**src/rtl/mul_seq_ctrl_if.sv**
```systemverilog
// Handshake and strobe bundle between the multiplier controller and the
// host/datapath. The controller uses the slave view; the host and the
// datapath together form the master view.
interface mul_seq_ctrl_if #(
  parameter int CNT_W = 16
);
  logic             start;
  logic             done_ack;
  logic             abort;
  logic             eqz;
  logic             ldA;
  logic             ldB;
  logic             clrP;
  logic             ldP;
  logic             decB;
  logic             busy;
  logic             done;
  logic             err;
  logic [CNT_W-1:0] iter_cnt;

  modport master (
    output start, done_ack, abort, eqz,
    input  ldA, ldB, clrP, ldP, decB, busy, done, err, iter_cnt
  );

  modport slave (
    input  start, done_ack, abort, eqz,
    output ldA, ldB, clrP, ldP, decB, busy, done, err, iter_cnt
  );
endinterface

```
**src/rtl/mul_seq_ctrl.sv**
```systemverilog
// Moore controller for the repeated-addition multiplier. Loads A, then B
// (clearing P), then alternates CHECK/ADD until B reaches zero or the
// iteration limit trips. All outputs come straight from registers.
module mul_seq_ctrl #(
  parameter int               CNT_W    = 16,
  parameter logic [CNT_W-1:0] MAX_ITER = {CNT_W{1'b1}}
) (
  input  logic          clk,
  input  logic          rst_n,
  mul_seq_ctrl_if.slave bus
);

  typedef enum logic [2:0] {
    S_IDLE,
    S_LOAD_A,
    S_LOAD_B,
    S_CHECK,
    S_ADD,
    S_DONE,
    S_ERR
  } state_t;

  localparam logic [CNT_W-1:0] CNT_ONE = {{(CNT_W-1){1'b0}}, 1'b1};
  localparam logic [CNT_W-1:0] CNT_SAT = {CNT_W{1'b1}};

  state_t           state_reg;
  state_t           state_next;
  logic [CNT_W-1:0] iter_reg;
  // {ldA, ldB, clrP, ldP, decB, busy, done, err}
  logic [7:0]       out_reg;

  // Output pattern for each state; registered alongside the state so the
  // outputs are exactly a decode of the state register.
  function automatic logic [7:0] decode(input state_t s);
    case (s)
      S_LOAD_A: decode = 8'b1000_0100;
      S_LOAD_B: decode = 8'b0110_0100;
      S_CHECK:  decode = 8'b0000_0100;
      S_ADD:    decode = 8'b0001_1100;
      S_DONE:   decode = 8'b0000_0010;
      S_ERR:    decode = 8'b0000_0011;
      default:  decode = 8'b0000_0000;
    endcase
  endfunction

  // Next-state logic: abort wins everywhere outside IDLE.
  always_comb begin
    state_next = state_reg;
    if (bus.abort && (state_reg != S_IDLE)) begin
      state_next = S_IDLE;
    end else begin
      case (state_reg)
        S_IDLE:   if (bus.start && !bus.abort) state_next = S_LOAD_A;
        S_LOAD_A: state_next = S_LOAD_B;
        S_LOAD_B: state_next = S_CHECK;
        S_CHECK: begin
          if (bus.eqz)                  state_next = S_DONE;
          else if (iter_reg == MAX_ITER) state_next = S_ERR;
          else                          state_next = S_ADD;
        end
        S_ADD:    state_next = S_CHECK;
        S_DONE, S_ERR: begin
          // A new start doubles as the acknowledge for the previous result.
          if (bus.start)         state_next = S_LOAD_A;
          else if (bus.done_ack) state_next = S_IDLE;
        end
        default:  state_next = S_IDLE;
      endcase
    end
  end

  // State, registered outputs and iteration counter. The counter update
  // depends only on the current state, so an ADD cycle is counted even if
  // an abort lands in it (the datapath did perform that add).
  always_ff @(posedge clk or negedge rst_n) begin
    if (!rst_n) begin
      state_reg <= S_IDLE;
      out_reg   <= 8'b0;
      iter_reg  <= '0;
    end else begin
      state_reg <= state_next;
      out_reg   <= decode(state_next);
      case (state_reg)
        S_LOAD_A: iter_reg <= '0;
        S_ADD:    if (iter_reg != CNT_SAT) iter_reg <= iter_reg + CNT_ONE;
        default:  iter_reg <= iter_reg;
      endcase
    end
  end

  assign bus.ldA      = out_reg[7];
  assign bus.ldB      = out_reg[6];
  assign bus.clrP     = out_reg[5];
  assign bus.ldP      = out_reg[4];
  assign bus.decB     = out_reg[3];
  assign bus.busy     = out_reg[2];
  assign bus.done     = out_reg[1];
  assign bus.err      = out_reg[0];
  assign bus.iter_cnt = iter_reg;

endmodule

```
**src/flat_wrapper.sv**
```systemverilog
// flat-port wrapper written by rule: the top's interface ports become plain ports
module mul_seq_ctrl_flat 
#(
  parameter int               CNT_W    = 16,
  parameter logic [CNT_W-1:0] MAX_ITER = {CNT_W{1'b1}}
)
  (clk, rst_n, bus_start, bus_done_ack, bus_abort, bus_eqz, bus_ldA, bus_ldB, bus_clrP, bus_ldP, bus_decB, bus_busy, bus_done, bus_err, bus_iter_cnt);
  mul_seq_ctrl_if #(.CNT_W(CNT_W)) bus_i ();
  input  logic clk;
  input  logic rst_n;
  input wire logic [$bits(bus_i.start)-1:0] bus_start;
  input wire logic [$bits(bus_i.done_ack)-1:0] bus_done_ack;
  input wire logic [$bits(bus_i.abort)-1:0] bus_abort;
  input wire logic [$bits(bus_i.eqz)-1:0] bus_eqz;
  output wire logic [$bits(bus_i.ldA)-1:0] bus_ldA;
  output wire logic [$bits(bus_i.ldB)-1:0] bus_ldB;
  output wire logic [$bits(bus_i.clrP)-1:0] bus_clrP;
  output wire logic [$bits(bus_i.ldP)-1:0] bus_ldP;
  output wire logic [$bits(bus_i.decB)-1:0] bus_decB;
  output wire logic [$bits(bus_i.busy)-1:0] bus_busy;
  output wire logic [$bits(bus_i.done)-1:0] bus_done;
  output wire logic [$bits(bus_i.err)-1:0] bus_err;
  output wire logic [$bits(bus_i.iter_cnt)-1:0] bus_iter_cnt;
  assign bus_i.start = bus_start;
  assign bus_i.done_ack = bus_done_ack;
  assign bus_i.abort = bus_abort;
  assign bus_i.eqz = bus_eqz;
  assign bus_ldA = bus_i.ldA;
  assign bus_ldB = bus_i.ldB;
  assign bus_clrP = bus_i.clrP;
  assign bus_ldP = bus_i.ldP;
  assign bus_decB = bus_i.decB;
  assign bus_busy = bus_i.busy;
  assign bus_done = bus_i.done;
  assign bus_err = bus_i.err;
  assign bus_iter_cnt = bus_i.iter_cnt;
  mul_seq_ctrl #(.CNT_W(CNT_W), .MAX_ITER(MAX_ITER)) u_core (.clk(clk), .rst_n(rst_n), .bus(bus_i));
endmodule
```
**config.mk**
```make
export PLATFORM = sky130hd
export DESIGN_NAME = mul_seq_ctrl_flat
export DESIGN_NICKNAME = d
export VERILOG_FILES = /design/src/rtl/mul_seq_ctrl_if.sv /design/src/rtl/mul_seq_ctrl.sv /design/src/flat_wrapper.sv
export SDC_FILE = /design/constraint.sdc
export NUM_CORES = 1
export LEC_CHECK = 0
export BUFFER_PORTS_ARGS = -buffer_cell sky130_fd_sc_hd__buf_2
export CAP_MARGIN = 20
export CORE_UTILIZATION = 57
export DETAILED_ROUTE_END_ITERATION = 8
export PLACE_DENSITY = 0.87
export SYNTH_ARGS = -nofsm -noshare
export SYNTH_HDL_FRONTEND = slang
export SYNTH_SLANG_ARGS = --single-unit
export TNS_END_PERCENT = 1
```
**constraint.sdc**
```tcl
create_clock -name clk -period 2.6 [get_ports clk]
set_input_delay 0.13 -clock clk [delete_from_list [all_inputs] [get_ports clk]]
set_output_delay 0.13 -clock clk [all_outputs]
set_load 0.05 [all_outputs]
```
==> impl_summary.txt <==
----------------------------------------------------
[Global route]
  Largest net degree at the start of global routing ... 26
  Global-route wire length before repair ... 4857 um
  GRT Overall Usage ... 0.2472
  Number of global-route vias before repair ... 1093
  Number of antenna violations at the first check in global routing ... 0
  Remaining Overflow, GRT ... 0

[Finish]
  Multi-input gate area ... around 700 um^2
  Area taken by flip-flops and latches ... 625.6 um^2
  Design area ... roughly 0.0016 mm^2
  Final net count ... 179
  Core utilization of the finished layout ... 0.7003
  Ant. Diodes ... 0
  Final non-filler cell total ... 199
  Largest register FFs ... 16
  Fillers ... 180
  Area Overhead vs Synth ... 13.39%
  Share of post-route cells with drive strength above 1 ... 0.2456

[Setup path]
  Buffers & Inverters on Critical Path ... 0
  Max stage delay on crit path ... 0.59 ns
  Cell class contributing the biggest share of worst-path delay ... simple AND/OR/NAND/NOR gates
  Endpoint required time on the critical path ... ~2.8 ns
  Critical path type ... register to register
  Reg2Reg Depth ... 5
  Cell breakdown of the critical path ... or3b_1, or2_4, nor3_1, xnor2_1, nor2_1
  Worst R2R End ... u_core.bus.iter_cnt[7]
  Critical path launch point type ... register
  Count of cell instances traversed by the critical path ... 5
  Setup slack of the worst register-to-register path ... slightly above 0.6 ns
  Slowest cell on the critical path ... dfrtp_1
  Maximum fanout along the worst path ... 13
  Reg2reg start ... u_core.state_reg[2]
  Data arrival, critical path ... 2.19 ns
  Endpoint class of the critical path ... register

[Timing]
  Final number of hold-violating endpoints ... 0
  Post-Route Skew ... 0.008122 ns
  Slew at the pin closest to its max-slew limit ... around 0.55 ns
  Slew headroom ... 0.6343
  Setup-failing EPs final ... 0
  Maximum clock frequency ... between 0.5 and 0.6 GHz
  Shortest period the worst path allows ... 1.983 ns
  Setup repair after global routing missed its margin ... no
  Max-slew violations ... 0
  Final critical-path setup slack ... slightly above 0.6 ns
  Share of the cycle needed by the critical path after routing ... 0.7627
  Total negative slack for setup checks ... 0 ns

[Yosys]
  Async SR Flop Fraction ... 1.000
  Post-synthesis cell count ... ~140
  Post-synth EDFFs ... 0
  Syn Std Cell Area ... 0.001393 mm^2
  Synthesized netlist net count ... 149
  Share of synthesized area occupied by flip-flops and latches ... 0.4492
  Library cell occupying the most area in the post-synthesis netlist ... dfrtp_1
  Area fraction of the dominant cell type after synthesis ... 0.4492
  Number of warnings reported in the yosys synthesis log ... 0
  Primary FF master, synth ... dfrtp_1
  Unique masters post-synth ... between 40 and 50
  Count of state elements after synthesis ... 25
  Area contributors post-synth ... dfrtp_1 45%, nor2_1 5.4%, xnor2_1 5.0%, xor2_1 3.8%, o21ai_0 3.2%
  Syn avg cell area ... 9.807 um^2

[Place]
  Routability-driven placement congestion ratio ... 0.8518
  Worst setup slack before clock tree synthesis ... about 0.66 ns
  Placed Area ... 0.001543 mm^2
  Half-perimeter wire length after placement ... 2196 um
  Count of port buffers added during placement ... 29
  Total placed cells including tap cells ... 194

[Floorplan]
  Die Area ... 0.002645 mm^2
  Die width ... 51.43 um
  Die H ... roughly 51 um
  Initial core utilization ... 0.6176
  Count of standard-cell rows ... 17
  I/O pin total ... 30
  CORE AREA ... 0.002255 mm^2

[Routing]
  Post-route DRC violation count ... 0
  Total vias in the final route ... ~1200
  Drt first pass iters ... 4
  Final WL ... ~2900 um
  Remaining antenna violation count ... 0
  Via density ... between 5 and 6
  Violation count after the first detailed-routing iteration ... 42
  Routed len/inst ... ~15 um

[Job]
  Reported max-cap violation count ... 0

[Clock network]
  Clock buffer depth ... 2
  H-Tree Level Count ... 1
  Number of sinks handled by clock tree synthesis ... 25
  Number of buffers added by the clock tree synthesis step ... 3
  Root Buffer ... clkbuf_4
  Clock tree from TritonCTS ... done
  Clock network latency to the later pin of the worst-skew pair ... 0.31 ns
  Clock transition at the registers of the reported paths ... 0.13 ns

[Worst hold path]
  Type of the most critical hold path ... primary input to register
  Hold Crit Endpoint ... u_core.state_reg[2]
  Start point of the worst hold path ... bus_abort
  Hold depth ... 2

[Power and ir drop]
  Pleak ... between 0.7 and 0.8 nW
  Peak supply drop ... 0.4385 mV
  Power density over cell area ... 649.0 mW/mm^2

[Run status]
  Outcome ... finished clean

----------------------------------------------------
synth_stat cells, types with 2 or more instances:
cell,number
and3_1,2
nand3_1,5
nor3_1,6
buf_4,2
a21oi_1,2
nor4_1,2
nor2_1,20
nand4_1,5
nor4_4,2
o21ai_0,9
nand2_1,5
dfrtp_1,25
a31oi_1,2
clkbuf_1,3
nand2b_1,3
inv_1,5
xor2_1,6
nor3b_1,4
xnor2_1,8
layer usage:
metal	wire, um	GRT usage	vias up
met4	64	0.08108	0
met3	89	0.02976	8
met2	1467	0.4221	35
met5	0	0	-
met1	1274	0.3220	576
li1	-	-	566
placed cells by master (no fill, tap or decap), types with 4 or more instances in the layout:
| cell | synthesis | layout |
|---|---|---|
| buf_2 | 0 | 29 |
| dfrtp_1 | 25 | 25 |
| nor2_1 | 20 | 20 |
| o21ai_0 | 9 | 9 |
| xnor2_1 | 8 | 8 |
| nor3_1 | 6 | 6 |
| xor2_1 | 6 | 6 |
| inv_1 | 5 | 5 |
| nand2_1 | 5 | 5 |
| nand3_1 | 5 | 5 |
| nand4_1 | 5 | 5 |
| nor3b_1 | 4 | 4 |
logic make-up (layout without fill, tap and decap cells):
family / Yosys count / count (layout) / share of synthesized area
mux: 1 / 1 / 0.007188
buf+inv: 11 / 40 / 0.04043
flops: 25 / 25 / 0.4492
compound gates: 21 / 21 / 0.09884
fa+ha+maj: 1 / 1 / 0.008983
xor+xnor: 14 / 14 / 0.08805
simple gates: 69 / 69 / 0.3073
layout make-up:
type	instances	share of cell area
Multi-Input combinational cell	106	0.4501
Clock buffer	4	0.01664
Inverter	5	0.01189
Tap cell	28	0.02219
Timing Repair Buffer	31	0.1030
Sequential cell	25	0.3962
where the power goes:
group / internal (mW) / switching, mW / total (mW)
clock: 0.0598 / 0.107 / 0.167
sequential: 0.430 / 0.0445 / 0.475
combinational: 0.103 / 0.280 / 0.383
total: 0.593 / 0.432 / 1.02
metrics by stage:
step / power (mW) / hold slack, ns
floorplan: 0.7770 / -0.1656
global placement: 0.8544 / 0.1359
detailed placement: 0.8612 / 0.1498
CTS: 1.027 / 0.2316
global route: 1.087 / 0.2550
finish: 1.025 / 0.2428
how the worst max path moves through the flow:
stage          slack, ns              startpoint                      end
6_report            0.62     u_core.state_reg[2]   u_core.bus.iter_cnt[7]
5_1_grt             0.47     u_core.state_reg[2]  u_core.bus.iter_cnt[11]
4_1_cts             0.63     u_core.state_reg[2]   u_core.bus.iter_cnt[7]
3_5_place_dp        0.66     u_core.state_reg[2]   u_core.bus.iter_cnt[7]
3_3_place_gp        0.73     u_core.state_reg[2]  u_core.bus.iter_cnt[13]
2_1_floorplan       0.53  u_core.bus.iter_cnt[0]   u_core.bus.iter_cnt[1]
repair_timing:
item	4_1_cts	5_1_grt
setup buffers	0	0
hold buffers	1	0
hold endpoints to repair	25	0
gates resized for setup	0	0
Note: power is estimated with default switching activity, not from simulation.
